### src/rtl/ring_slide_sequencer.sv
// Central sequencer for the inter-cluster slide ring.
// Accepts one slide command at a time, drives every ring router's direction and bypass,
// lets the routers settle, then counts per-cluster transmit/receive beats until the whole
// ring has drained and returns a single completion response (with a sticky error flag).
//
// Ports:
//   clk_i, rst_i             clock, synchronous active-high reset
//   cmd_valid_i/cmd_ready_o  command handshake
//   cmd_dir_i                0 = slidedown (left), 1 = slideup (right)
//   cmd_beats_i              beats each active cluster sends and receives
//   cmd_bypass_i             per-cluster exclusion mask (router forwards only)
//   sldu_dir_o, bypass_o     per-router configuration
//   traffic_en_o             clusters may inject ring beats
//   tx_fire_i, rx_fire_i     per-cluster beat handshakes observed this cycle
//   done_valid_o/done_ready_i completion handshake, qualified by done_err_o
//   busy_o                   sequencer is not idle
module ring_slide_sequencer #(
  parameter int unsigned NrClusters   = 4,
  parameter int unsigned BeatWidth    = 16,
  parameter int unsigned SettleCycles = 2
) (
  input  logic                  clk_i,
  input  logic                  rst_i,
  input  logic                  cmd_valid_i,
  output logic                  cmd_ready_o,
  input  logic                  cmd_dir_i,
  input  logic [BeatWidth-1:0]  cmd_beats_i,
  input  logic [NrClusters-1:0] cmd_bypass_i,
  output logic [NrClusters-1:0] sldu_dir_o,
  output logic [NrClusters-1:0] bypass_o,
  output logic                  traffic_en_o,
  input  logic [NrClusters-1:0] tx_fire_i,
  input  logic [NrClusters-1:0] rx_fire_i,
  output logic                  done_valid_o,
  input  logic                  done_ready_i,
  output logic                  done_err_o,
  output logic                  busy_o
);

  localparam int unsigned SettleW = (SettleCycles > 1) ? $clog2(SettleCycles) : 1;

  typedef enum logic [1:0] {StIdle, StConfig, StRun, StDone} state_e;

  state_e                  state_q, state_d;
  logic [NrClusters-1:0]   sldu_dir_q, sldu_dir_d;
  logic [NrClusters-1:0]   bypass_q, bypass_d;
  logic [BeatWidth-1:0]    beats_q, beats_d;
  logic [SettleW-1:0]      settle_q, settle_d;
  logic [BeatWidth-1:0]    tx_cnt_q [NrClusters];
  logic [BeatWidth-1:0]    tx_cnt_d [NrClusters];
  logic [BeatWidth-1:0]    rx_cnt_q [NrClusters];
  logic [BeatWidth-1:0]    rx_cnt_d [NrClusters];
  logic                    err_q, err_d;
  logic                    all_complete;

  // Completion uses registered counts only; fires in the completing cycle are checked
  // for errors but do not delay the decision.
  always_comb begin
    all_complete = 1'b1;
    for (int c = 0; c < NrClusters; c++) begin
      if (!bypass_q[c] && !(tx_cnt_q[c] == beats_q && rx_cnt_q[c] == beats_q)) begin
        all_complete = 1'b0;
      end
    end
  end

  always_comb begin
    state_d      = state_q;
    sldu_dir_d   = sldu_dir_q;
    bypass_d     = bypass_q;
    beats_d      = beats_q;
    settle_d     = settle_q;
    tx_cnt_d     = tx_cnt_q;
    rx_cnt_d     = rx_cnt_q;
    err_d        = err_q;
    cmd_ready_o  = 1'b0;
    traffic_en_o = 1'b0;
    done_valid_o = 1'b0;
    done_err_o   = 1'b0;

    unique case (state_q)
      StIdle: begin
        cmd_ready_o = 1'b1;
        // Fires seen while idle belong to no command and must not taint the next one.
        err_d       = 1'b0;
        if (cmd_valid_i) begin
          sldu_dir_d = {NrClusters{cmd_dir_i}};
          bypass_d   = cmd_bypass_i;
          beats_d    = cmd_beats_i;
          settle_d   = SettleW'(SettleCycles - 1);
          state_d    = StConfig;
        end
      end
      StConfig: begin
        if ((tx_fire_i | rx_fire_i) != '0) err_d = 1'b1;
        if (settle_q == '0) begin
          state_d = (beats_q == '0 || &bypass_q) ? StDone : StRun;
        end else begin
          settle_d = settle_q - 1'b1;
        end
      end
      StRun: begin
        traffic_en_o = !all_complete;
        if (all_complete) state_d = StDone;
        // An erroneous fire (bypassed cluster or counter already at beats) is flagged but
        // not counted, so an overrun cannot prevent the ring from completing.
        for (int c = 0; c < NrClusters; c++) begin
          if (tx_fire_i[c]) begin
            if (bypass_q[c] || tx_cnt_q[c] >= beats_q) err_d = 1'b1;
            else if (tx_cnt_q[c] != '1) tx_cnt_d[c] = tx_cnt_q[c] + 1'b1;
          end
          if (rx_fire_i[c]) begin
            if (bypass_q[c] || rx_cnt_q[c] >= beats_q) err_d = 1'b1;
            else if (rx_cnt_q[c] != '1) rx_cnt_d[c] = rx_cnt_q[c] + 1'b1;
          end
        end
      end
      StDone: begin
        // Error flag is frozen here so done_err_o stays stable until consumed.
        done_valid_o = 1'b1;
        done_err_o   = err_q;
        if (done_ready_i) begin
          state_d = StIdle;
          err_d   = 1'b0;
          for (int c = 0; c < NrClusters; c++) begin
            tx_cnt_d[c] = '0;
            rx_cnt_d[c] = '0;
          end
        end
      end
    endcase
  end

  always_ff @(posedge clk_i) begin
    if (rst_i) begin
      state_q    <= StIdle;
      sldu_dir_q <= '0;
      bypass_q   <= '0;
      beats_q    <= '0;
      settle_q   <= '0;
      err_q      <= 1'b0;
      for (int c = 0; c < NrClusters; c++) begin
        tx_cnt_q[c] <= '0;
        rx_cnt_q[c] <= '0;
      end
    end else begin
      state_q    <= state_d;
      sldu_dir_q <= sldu_dir_d;
      bypass_q   <= bypass_d;
      beats_q    <= beats_d;
      settle_q   <= settle_d;
      err_q      <= err_d;
      tx_cnt_q   <= tx_cnt_d;
      rx_cnt_q   <= rx_cnt_d;
    end
  end

  assign sldu_dir_o = sldu_dir_q;
  assign bypass_o   = bypass_q;
  assign busy_o     = (state_q != StIdle);

endmodule

### config.mk
export PLATFORM = sky130hd
export DESIGN_NAME = ring_slide_sequencer
export DESIGN_NICKNAME = d
export VERILOG_FILES = /design/src/rtl/ring_slide_sequencer.sv
export SDC_FILE = /design/constraint.sdc
export NUM_CORES = 1
export LEC_CHECK = 0
export ABC_CLOCK_PERIOD_IN_PS = 2750
export CORE_ASPECT_RATIO = 1.25
export CORE_MARGIN = 2
export CORE_UTILIZATION = 30
export DETAILED_ROUTE_END_ITERATION = 10
export SLEW_MARGIN = 20
export SYNTH_ARGS = -nofsm -noshare
export SYNTH_HDL_FRONTEND = slang
export SYNTH_SLANG_ARGS = --single-unit
### constraint.sdc
create_clock -name clk_i -period 2.75 [get_ports clk_i]
set_input_delay 0.275 -clock clk_i [delete_from_list [all_inputs] [get_ports clk_i]]
set_output_delay 0.275 -clock clk_i [all_outputs]
set_load 0.02 [all_outputs]
==> results of run 1 <==
-- cells by family after synthesis --
kind of cell / share of synthesized area
AO/OA/AOI/OAI: 0.181
XOR/XNOR: 0.0383
adder cells (fa/ha/maj): 0.166
buffers and inverters: 0.0406
flip-flops: 0.291
multiplexers: 0.0153
AND/OR/NAND/NOR: 0.268
-- critical path: cells and delay by family (launching register included) --
| kind | cells | cell delay [ns] |
|---|---|---|
| buffers and inverters | 6 | 0.73 |
| AND/OR/NAND/NOR | 2 | 0.54 |
| flip-flops | 1 | 0.35 |
| AO/OA/AOI/OAI | 2 | 0.33 |
| adder cells (fa/ha/maj) | 1 | 0.29 |
-- sequential cells by signal, indices dropped and copies added, names as in the netlist --
register / count
settle_q: 1
bypass_o: 4
rx_cnt_q: 64
beats_q: 16
tx_cnt_q: 64
err_q: 1
state_q: 2
sldu_dir_o: 1
-- power by group through the flow --
stage | logic, mW | registers, mW | clock network, mW
floorplan | 1.79 | 2.51 | 0
global placement | 3.44 | 2.51 | 0
detailed placement | 3.50 | 2.51 | 0
CTS | 3.91 | 2.48 | 2.75
global route | 4.91 | 2.51 | 2.83
finish | 4.61 | 2.49 | 2.72
-- worst max path at each step --
stage                    to  slack (ns)  depth (start not counted)
2_1_floorplan  rx_cnt_q[57]       0.003                         10
3_3_place_gp   traffic_en_o       -0.35                         11
3_5_place_dp   traffic_en_o       -0.37                         10
4_1_cts        traffic_en_o       -0.20                         11
5_1_grt        traffic_en_o       -0.34                         12
6_report       traffic_en_o       -0.22                         11
-- what timing repair did --
item	in CTS	in global routing
gates resized for setup	110	187
setup buffers	22	20
gates cloned	2	14
pin swaps	39	80
setup endpoints to repair	104	124
-- area by class of cell --
| type | instances | area (sq um) |
|---|---|---|
| tap | 468 | 586 |
| multi-input combinational | 1049 | 8260 |
| timing repair buffer | 313 | 2850 |
| fill | 3264 | 18900 |
| inverter | 53 | 221 |
| clock inverter | 13 | 214 |
| sequential | 153 | 3080 |
| clock buffer | 19 | 453 |
-- layer usage --
layer / track usage / vias to the layer above / part of all wire
met1: 0.251 / 5531 / 0.41
li1: - / 5462 / -
met3: 0.0279 / 90 / 0.045
met4: 0.115 / 0 / 0.050
met5: 0 / - / 0
met2: 0.355 / 344 / 0.50
-- through the flow --
step	utilization	instances	power, mW
2_1_floorplan	-	1309	4.31
3_5_place_dp	0.378	1982	6.02
5_1_grt	0.454	2068	10.2
4_1_cts	0.417	2038	9.15
3_3_place_gp	0.378	1982	5.95
6_report	0.454	2068	9.83
-- placed cells by master, fill, tap and decap left out, types with 9 or more instances in the layout --
cell             synthesis  final
clkbuf_16                0     23
mux2i_1                 15     15
buf_6                    1     38
nor4_4                   0      9
clkdlybuf4s50_1          0     44
nor4_1                  28     13
or4_4                    1     15
nand4_1                 57     57
ha_4                     0     31
a21o_1                  16     15
inv_1                   53     37
ha_1                   140    109
o21ai_0                 48     35
xor2_1                  13     13
a21oi_2                  0     29
o31ai_1                 36     34
nand2_1                128    123
xnor2_1                 33     32
or4_1                   24     10
dfxtp_2                  0     13
a21oi_1                132    103
and3_1                  27     26
buf_4                    3    211
nand3_1                 78     76
or3_1                   13      9
nor2_1                  87     82
nor3_1                  38     27
dfxtp_1                153    139
o21ai_1                  5     11
nand3b_1                15     15
buf_12                   0     12
nand2b_1                12     12
==> results.md, run 1 <==
- Max Freq: 337 MHz
- Worst slew pin tran: 0.777 ns
- Most frequent cell after synthesis: dfxtp_1
- Pre-CTS WS: -0.367 ns
- Post-DP Area: around 0.013 sq mm
- P_sw: 3.70 mW
- Reg clk slew, reported paths: 0.07 ns
- Top post-synthesis cells by area: dfxtp_1 (29%), ha_1 (17%), a21oi_1 (6.3%)
- Period utilization: 1.08
- Syn Inst Count: 1309
- Global-route wire length before repair: roughly 58 mm
- Drt drc: 0
- Most Frequent Cell on Critical Path: buf_4
- Core area: 0.0345 sq mm
- Root Driver: clkbuf_16
- Total gr overflow: 0
- Worst slew margin: 0.481
- Post-synth EDFFs: 0
- Part of the power in the clock network: 0.277
- Netlist cell types: 68
- Most used flip-flop cell after synthesis: dfxtp_1
- Layout cells sized above 1: 0.314
- # diodes: 0
- Setup crit start kind: flop
- CTS tree: built
- Max IR drop VDD: ~0.48 mV
- Die area: 0.0366 sq mm
- Drt total wl: 39.3 mm
- Die W: 172 um
- Synth area leader: dfxtp_1
- Status: complete, but fails checks
- Die Ht: 213 um
- CTS sink cnt: between 150 and 200
- Cts bufs inserted: 17
- GPL Wtd Cong: 0.920
- CP Data Required Time: 2.48 ns
- Site Rows: 76
- Critical R2R Launch: beats_q[4]
- Post-Syn Area: between 0.01 and 0.015 sq mm
- Worst hold path endpoint: bypass_o[3]
- Critical Path Max Stage Delay: 0.37 ns
- Final setup fails: 32
- Final Critical Period: between 2 and 3 ns
- Synth warn: 0
- ANT nets after route: 0
- Vias/cell: 5.53
- Worst setup path start: beats_q[13]
- Max_cap viols: 0
- Area delta synth->final: 48.8%
- Final Max Tran Viols: 0
- Vias: 11427
- Clk_skew: 0.00848 ns
- Worst path slowest cell: nor4_2
- Fin nets: between 1500 and 2000
- Hold_buf cts: 0
- Vias in the first global route: 10942
- DRT iter0 DRCs: 910
- Worst Hold Path Cells: 3
- Initial antenna violation count: 0
- RSZ-0062 raised after global routing: true
- Starting Density: 0.305
- Hpwl dp: about 28 mm
- Top cells by count, synth: dfxtp_1 (153), ha_1 (140), a21oi_1 (132)
- Final Hold Fails: 0
- CP Cell Sequence: inv_4 > buf_4 > ha_1 > nand4_1 > nor4_2 > buf_4 > a31oi_2 > o41ai_2 > buf_4 > inv_2 > buf_6
- Pre-antenna DRT Iters: 5
- CP Capture Type: primary output
- Sequential fraction of design power: 0.254
- Synth Net Count: 1482
- Clock latency on the worst-skew pair: 0.47 ns
- Register area share after synthesis: 0.291
- Top-area cell type share of the netlist area: 0.291
- Pint: between 6 and 7 mW
- Hold WS: 0.354 ns
- Worst setup margin: -0.218 ns
- Port buffer count: 45
- Worst Hold Class: input pin to flop
- Hold_sp: cmd_bypass_i[3]
- Leak Pwr: 6.03 nW
- Pwr Density: 627 mW/mm^2
- Failing checks: setup timing
- Crit path max fanout: 5
- R2R Setup Slk: -0.21 ns
- Wirelength per Cell: between 15 and 20 um
- IO Count: 46
- H-tree Lvls: 4
- Design area: 0.0157 sq mm
- Clock Tree Buf Depth: 2
- Fin Setup TNS: -3.72 ns
- Total GRT Usage: 0.208
- Combinational share of power: 0.470
- Largest net degree at the start of global routing: 43
- Ys async rst share: 0
- CP Class: flop to primary output
- Switching Share: 0.376
- Synth Register Bits: between 150 and 200
- Worst Path Arrival: between 2 and 3 ns
- Crit Reg-Reg Endpoint: rx_cnt_q[41]
- Reg2reg path depth: 13
- Post-Syn Area per Cell: 8.04 sq um
Note: power is estimated with default switching activity, not from simulation.
==> run 2: changes to the inputs <==
--- a/config.mk
+++ b/config.mk
@@ -10,7 +10,7 @@
 export CORE_MARGIN = 2
 export CORE_UTILIZATION = 30
 export DETAILED_ROUTE_END_ITERATION = 10
-export SLEW_MARGIN = 20
+export HOLD_SLACK_MARGIN = 0.05
 export SYNTH_ARGS = -nofsm -noshare
 export SYNTH_HDL_FRONTEND = slang
 export SYNTH_SLANG_ARGS = --single-unit
==> constraint.sdc (replaced) <==
create_clock -name clk_i -period 2.75 [get_ports clk_i]
set_input_delay 0.6875 -clock clk_i [delete_from_list [all_inputs] [get_ports clk_i]]
set_output_delay 0.6875 -clock clk_i [all_outputs]
set_load 0.02 [all_outputs]
==> run 2 against run 1 <==
The flow still finishes with violations (setup timing). Clock-buffer cell count rose by 2. Die area did not move. Sequential power about the same. Flip-flop and latch count unchanged. Core utilization grew 0.41 points. Fmax shrank 16%. Critical path type unchanged. Largest cell class unchanged. Largest power group unchanged.
==> results.md, run 2 (synthesized netlist as in run 1, its figures left out) <==
- Finished Core Util: 0.458
- Hpwl dp: 27.7 mm
- Top Registers: rx_cnt_q (64), tx_cnt_q (64), beats_q (16)
- Post-DP Area: 0.0135 sq mm
- Reg clk slew, reported paths: 0.07 ns
- Worst Hold Path Cells: 2
- Layout cells sized above 1: 0.324
- CP Capture Type: primary output
- DRT iter0 DRCs: 730
- Worst slew margin: 0.471
- Most frequent cells in the layout: buf_4 (269), dfxtp_1 (143), ha_1 (125), nand2_1 (121), a21oi_1 (103)
- R2R Setup Slk: -0.41 ns
- Port buffer count: 45
- Worst hold path endpoint: settle_q
- Hold WS: 0.497 ns
- ANT nets after route: 0
- Setup crit start kind: flop
- Worst setup path start: beats_q[11]
- Most common cell after layout, fill and taps aside: buf_4
- Final Critical Period: 3.53 ns
- Clock latency on the worst-skew pair: ~0.47 ns
- Vias in the first global route: 11065
- Max_cap viols: 0
- # diodes: 0
- Worst Path Arrival: 2.85 ns
- Core area: 0.0345 sq mm
- Reg2reg path depth: 14
- Final Hold Fails: 0
- Die W: between 150 and 200 um
- Root Driver: clkbuf_16
- Max Freq: 283 MHz
- Initial antenna violation count: 0
- Die area: roughly 0.037 sq mm
- CP Class: flop to primary output
- Worst setup margin: -0.785 ns
- Crit path max fanout: 7
- H-tree Lvls: 4
- Crit Reg-Reg Endpoint: rx_cnt_q[41]
- Total gr overflow: 0
- Pre-antenna DRT Iters: 6
- Clock Tree Buf Depth: 2
- Drt drc: 0
- Hold_sp: settle_q
- Starting Density: 0.305
- Vias: 11499
- Status: complete, but fails checks
- Cts bufs inserted: 17
- Die Ht: between 200 and 250 um
- Period utilization: 1.29
- # fillers: between 3000 and 4000
- Area delta synth->final: 50.1%
- Final setup fails: 78
- IO Count: 46
- Drt total wl: 39.2 mm
- Global-route wire length before repair: 58.3 mm
- Failing checks: setup timing
- Leak Pwr: 6.30 nW
- Wirelength per Cell: 18.4 um
- RSZ-0062 raised after global routing: true
- Design area: 0.0158 sq mm
- GPL Wtd Cong: 0.911
- Hold_buf cts: 0
- Max IR drop VDD: 0.507 mV
- CTS sink cnt: 153
- Total GRT Usage: 0.210
- Pwr Density: 598 mW/mm^2
- CTS tree: built
- Clk_skew: 0.00825 ns
- Largest net degree at the start of global routing: 38
- Final Max Tran Viols: 0
- Fin nets: 1817
- Worst slew pin tran: 0.786 ns
- Critical R2R Launch: beats_q[11]
- Vias/cell: 5.41
- CP Data Required Time: 2.06 ns
- Site Rows: 76
- Worst Hold Class: flop to flop
-- run 2: changes by cell type in the layout (fill, tap and decap cells not counted), moves of 5 or more --
| cell | before | now |
|---|---|---|
| nor4_2 | 8 | 13 |
| nor2_2 | 3 | 8 |
| ha_1 | 109 | 125 |
| ha_4 | 31 | 14 |
| nor2_1 | 82 | 77 |
| inv_4 | 6 | 1 |
| clkinvlp_4 | 4 | 10 |
| buf_4 | 211 | 269 |
| inv_2 | 8 | 3 |
-- run 2: layout make-up --
type / count / area [sq um] / share of cell area
sequential: 153 / 3080 / 0.195
multi-input combinational: 1051 / 8070 / 0.511
clock buffer: 21 / 480 / 0.0304
tap: 468 / 586 / 0.0370
clock inverter: 11 / 111 / 0.00704
inverter: 53 / 231 / 0.0146
timing repair buffer: 368 / 3250 / 0.206
-- run 2: layer usage --
metal  wire length, um  global-route usage  vias to the layer above
li1                  -                   -                     5576
met5                 0                   0                        -
met4              2170               0.126                        0
met3              1820              0.0402                      120
met1             15800               0.239                     5484
met2             19300               0.363                      319
-- run 2: what timing repair did --
item,CTS,global route
cloned,5,7
setup buffers,32,22
endpoints found under the setup margin,101,133
pin swaps,50,67
gates resized for setup,132,140
-- run 2: report_power, final --
group / internal [mW] / leakage [nW] / switching (mW)
Sequential: 2.35 / 1.24 / 0.122
Clock: 1.35 / 0.287 / 1.05
Combinational: 2.11 / 4.77 / 2.47
-- run 2: worst max-delay path by stage --
stage                     slack, ns           end  cells after the start
final                         -0.78  traffic_en_o                     10
after global routing          -0.89  traffic_en_o                     10
after CTS                     -0.74  traffic_en_o                     11
after detailed placement      -0.71  traffic_en_o                      9
after global placement        -0.62  traffic_en_o                      9
after floorplan               0.003  rx_cnt_q[57]                     10
-- run 2: stage by stage --
| step | worst slack (ns) | setup TNS, ns | power, mW | std cells |
|---|---|---|---|---|
| 2_1_floorplan | 0.00305 | 0 | 4.31 | 1309 |
| 3_3_place_gp | -0.616 | -10.74 | 6.05 | 2034 |
| 3_5_place_dp | -0.713 | -15.45 | 6.10 | 2034 |
| 4_1_cts | -0.741 | -11.97 | 9.02 | 2102 |
| 5_1_grt | -0.894 | -23.74 | 9.92 | 2125 |
| 6_report | -0.785 | -13.38 | 9.46 | 2125 |
-- run 2: worst max-delay path, cell delays in order (launching register included) --
cell and delay (ns):
dfxtp_2 0.35, clkinvlp_4 0.23, buf_6 0.20, ha_4 0.25, nand4_1 0.15, nor4_4 0.35, a31oi_2 0.17, o41ai_2 0.34
buf_4 0.18, inv_2 0.03, buf_6 0.12
==> run 3: changes to the inputs <==
--- a/config.mk
+++ b/config.mk
@@ -5,7 +5,7 @@
 export SDC_FILE = /design/constraint.sdc
 export NUM_CORES = 1
 export LEC_CHECK = 0
-export ABC_CLOCK_PERIOD_IN_PS = 2750
+export ABC_CLOCK_PERIOD_IN_PS = 3900
 export CORE_ASPECT_RATIO = 1.25
 export CORE_MARGIN = 2
 export CORE_UTILIZATION = 30
==> constraint.sdc (replaced) <==
create_clock -name clk_i -period 3.9 [get_ports clk_i]
set_input_delay 0.975 -clock clk_i [delete_from_list [all_inputs] [get_ports clk_i]]
set_output_delay 0.975 -clock clk_i [all_outputs]
set_load 0.02 [all_outputs]
==> run 3 against run 2 <==
The run now ends clean. First-iteration DRC count increased by 4.4%. Hold slack got worse by 0.014 ns. Total power decreased by 39%. Via count decreased by 8.0%. Global-route usage decreased by 1.8 points. Critical path type unchanged.
==> results.md, run 3 (synthesized netlist as in run 1, its figures left out) <==
- Worst Hold Class: flop to flop
- Die W: 172 um
- Hold_sp: beats_q[15]
- Largest net degree at the start of global routing: 43
- Max IR drop VDD: between 0.3 and 0.4 mV
- Die area: 0.0366 sq mm
- GPL Wtd Cong: between 0.9 and 1
- Port buffer count: 45
- Final Hold Fails: 0
- Crit path max-delay family: buffers and inverters
- Clock Tree Buf Depth: 2
- Total GRT Usage: 0.192
- ANT nets after route: 0
- Most common cell after layout, fill and taps aside: dfxtp_1
- Post-DP Area: 0.0117 sq mm
- Design area: about 0.013 sq mm
- H-tree Lvls: 4
- DRT iter0 DRCs: 762
- Worst Path Arrival: 2.85 ns
- Vias/cell: between 5 and 6
- Die Ht: 213 um
- Most frequent cells in the layout: dfxtp_1 (143), ha_1 (134), a21oi_1 (132), nand2_1 (128), nor2_1 (87)
- # diodes: 0
- Status: complete, no violations
- Hold_buf cts: 0
- Starting Density: 0.305
- CTS tree: built
- Worst setup path start: beats_q[14]
- Final Max Tran Viols: 0
- Vias: 10579
- Critical R2R Launch: beats_q[1]
- CP Class: flop to primary output
- Setup crit start kind: flop
- Drt drc: 0
- Max_cap viols: 0
- Initial antenna violation count: 0
- CTS sink cnt: 153
- IO Count: 46
- Worst setup margin: 0.0779 ns
- Crit path max fanout: 8
- Pwr Density: 444 mW/mm^2
- Root Driver: clkbuf_16
- Layout cells sized above 1: 0.124
- Worst slew pin tran: 0.925 ns
- Vias in the first global route: 10044
- Pre-antenna DRT Iters: 5
- Leak Pwr: 4.81 nW
- Core area: approximately 0.035 sq mm
- Clk_skew: between 0.01 and 0.015 ns
- Clock latency on the worst-skew pair: 0.45 ns
- Finished Core Util: 0.373
- Worst path slowest cell: ha_4
- CP Cell Sequence: clkinvlp_4 > ha_4 > nand4_1 > nor4_4 > a31oi_2 > o41ai_2 > buf_4 > inv_1 > buf_6
- Global-route wire length before repair: 54.6 mm
- Period utilization: 0.980
- CP Capture Type: primary output
- Drt total wl: 35.0 mm
- Max Freq: 262 MHz
- Top Registers: rx_cnt_q (64), tx_cnt_q (64), beats_q (16)
- Reg clk slew, reported paths: 0.07 ns
- Worst slew margin: 0.381
- Final setup fails: 0
- Fin nets: 1582
- Wirelength per Cell: 18.5 um
- Worst path bufs/invs: 4
- Critical Path Max Stage Delay: 0.38 ns
- Site Rows: 76
- Total gr overflow: 0
- Hpwl dp: 25.9 mm
- Area delta synth->final: 22.4%
- Pre-CTS WS: 0.0342 ns
- CP Data Required Time: 2.92 ns
- Cts bufs inserted: 17
- Final Critical Period: 3.82 ns
-- run 3: path summary, 6_finish.rpt --
kind / end / slack (ns) / cells past startpoint
hold reg to reg: beats_q[15] / 0.48 / 2
setup / recovery: traffic_en_o / 0.08 / 9
setup reg to reg: rx_cnt_q[59] / 0.40 / 8
hold / removal: beats_q[15] / 0.48 / 2
-- run 3: cell type report --
class / instances / area [sq um]
inverter: 53 / 244
clock inverter: 11 / 115
fill: 3484 / 21600
clock buffer: 21 / 450
tap: 468 / 586
sequential: 153 / 3080
multi-input combinational: 1049 / 7230
timing repair buffer: 135 / 1190
-- run 3: routing by layer --
metal  up-vias  global-route usage  share of wire
met1      5016               0.233           0.42
met5         -                   0              0
met3       100              0.0277          0.049
met4         0               0.109          0.052
met2       366               0.325           0.48
li1       5097                   -              -
-- run 3: timing repair --
action | in CTS | in global routing
buffers inserted | 16 | 24
resized for setup | 28 | 26
pin swaps | 7 | 17
setup endpoints to repair | 1 | 1
-- run 3: metrics by stage --
stage / std cells / TNS, ns / hold slack (ns) / power, mW
CTS: 1866 / 0 / 0.476 / 5.56
finish: 1890 / 0 / 0.483 / 5.73
global route: 1890 / -0.0253 / 0.500 / 6.02
floorplan: 1309 / 0 / 0.449 / 3.04
detailed placement: 1818 / 0 / 0.465 / 3.79
global placement: 1818 / 0 / 0.460 / 3.76
-- run 3: power breakdown --
| part | total [mW] | internal, mW | switching (mW) |
|---|---|---|---|
| clock | 1.64 | 0.906 | 0.735 |
| combinational | 2.31 | 0.890 | 1.42 |
| sequential | 1.77 | 1.66 | 0.114 |
-- run 3: tightest hold or removal path: cells and delay by family, from the launching register on --
kind,cells,cell delay [ns]
AOI/OAI and AO/OA,1,0.05
DFF,1,0.34
and+or+nand+nor,1,0.05
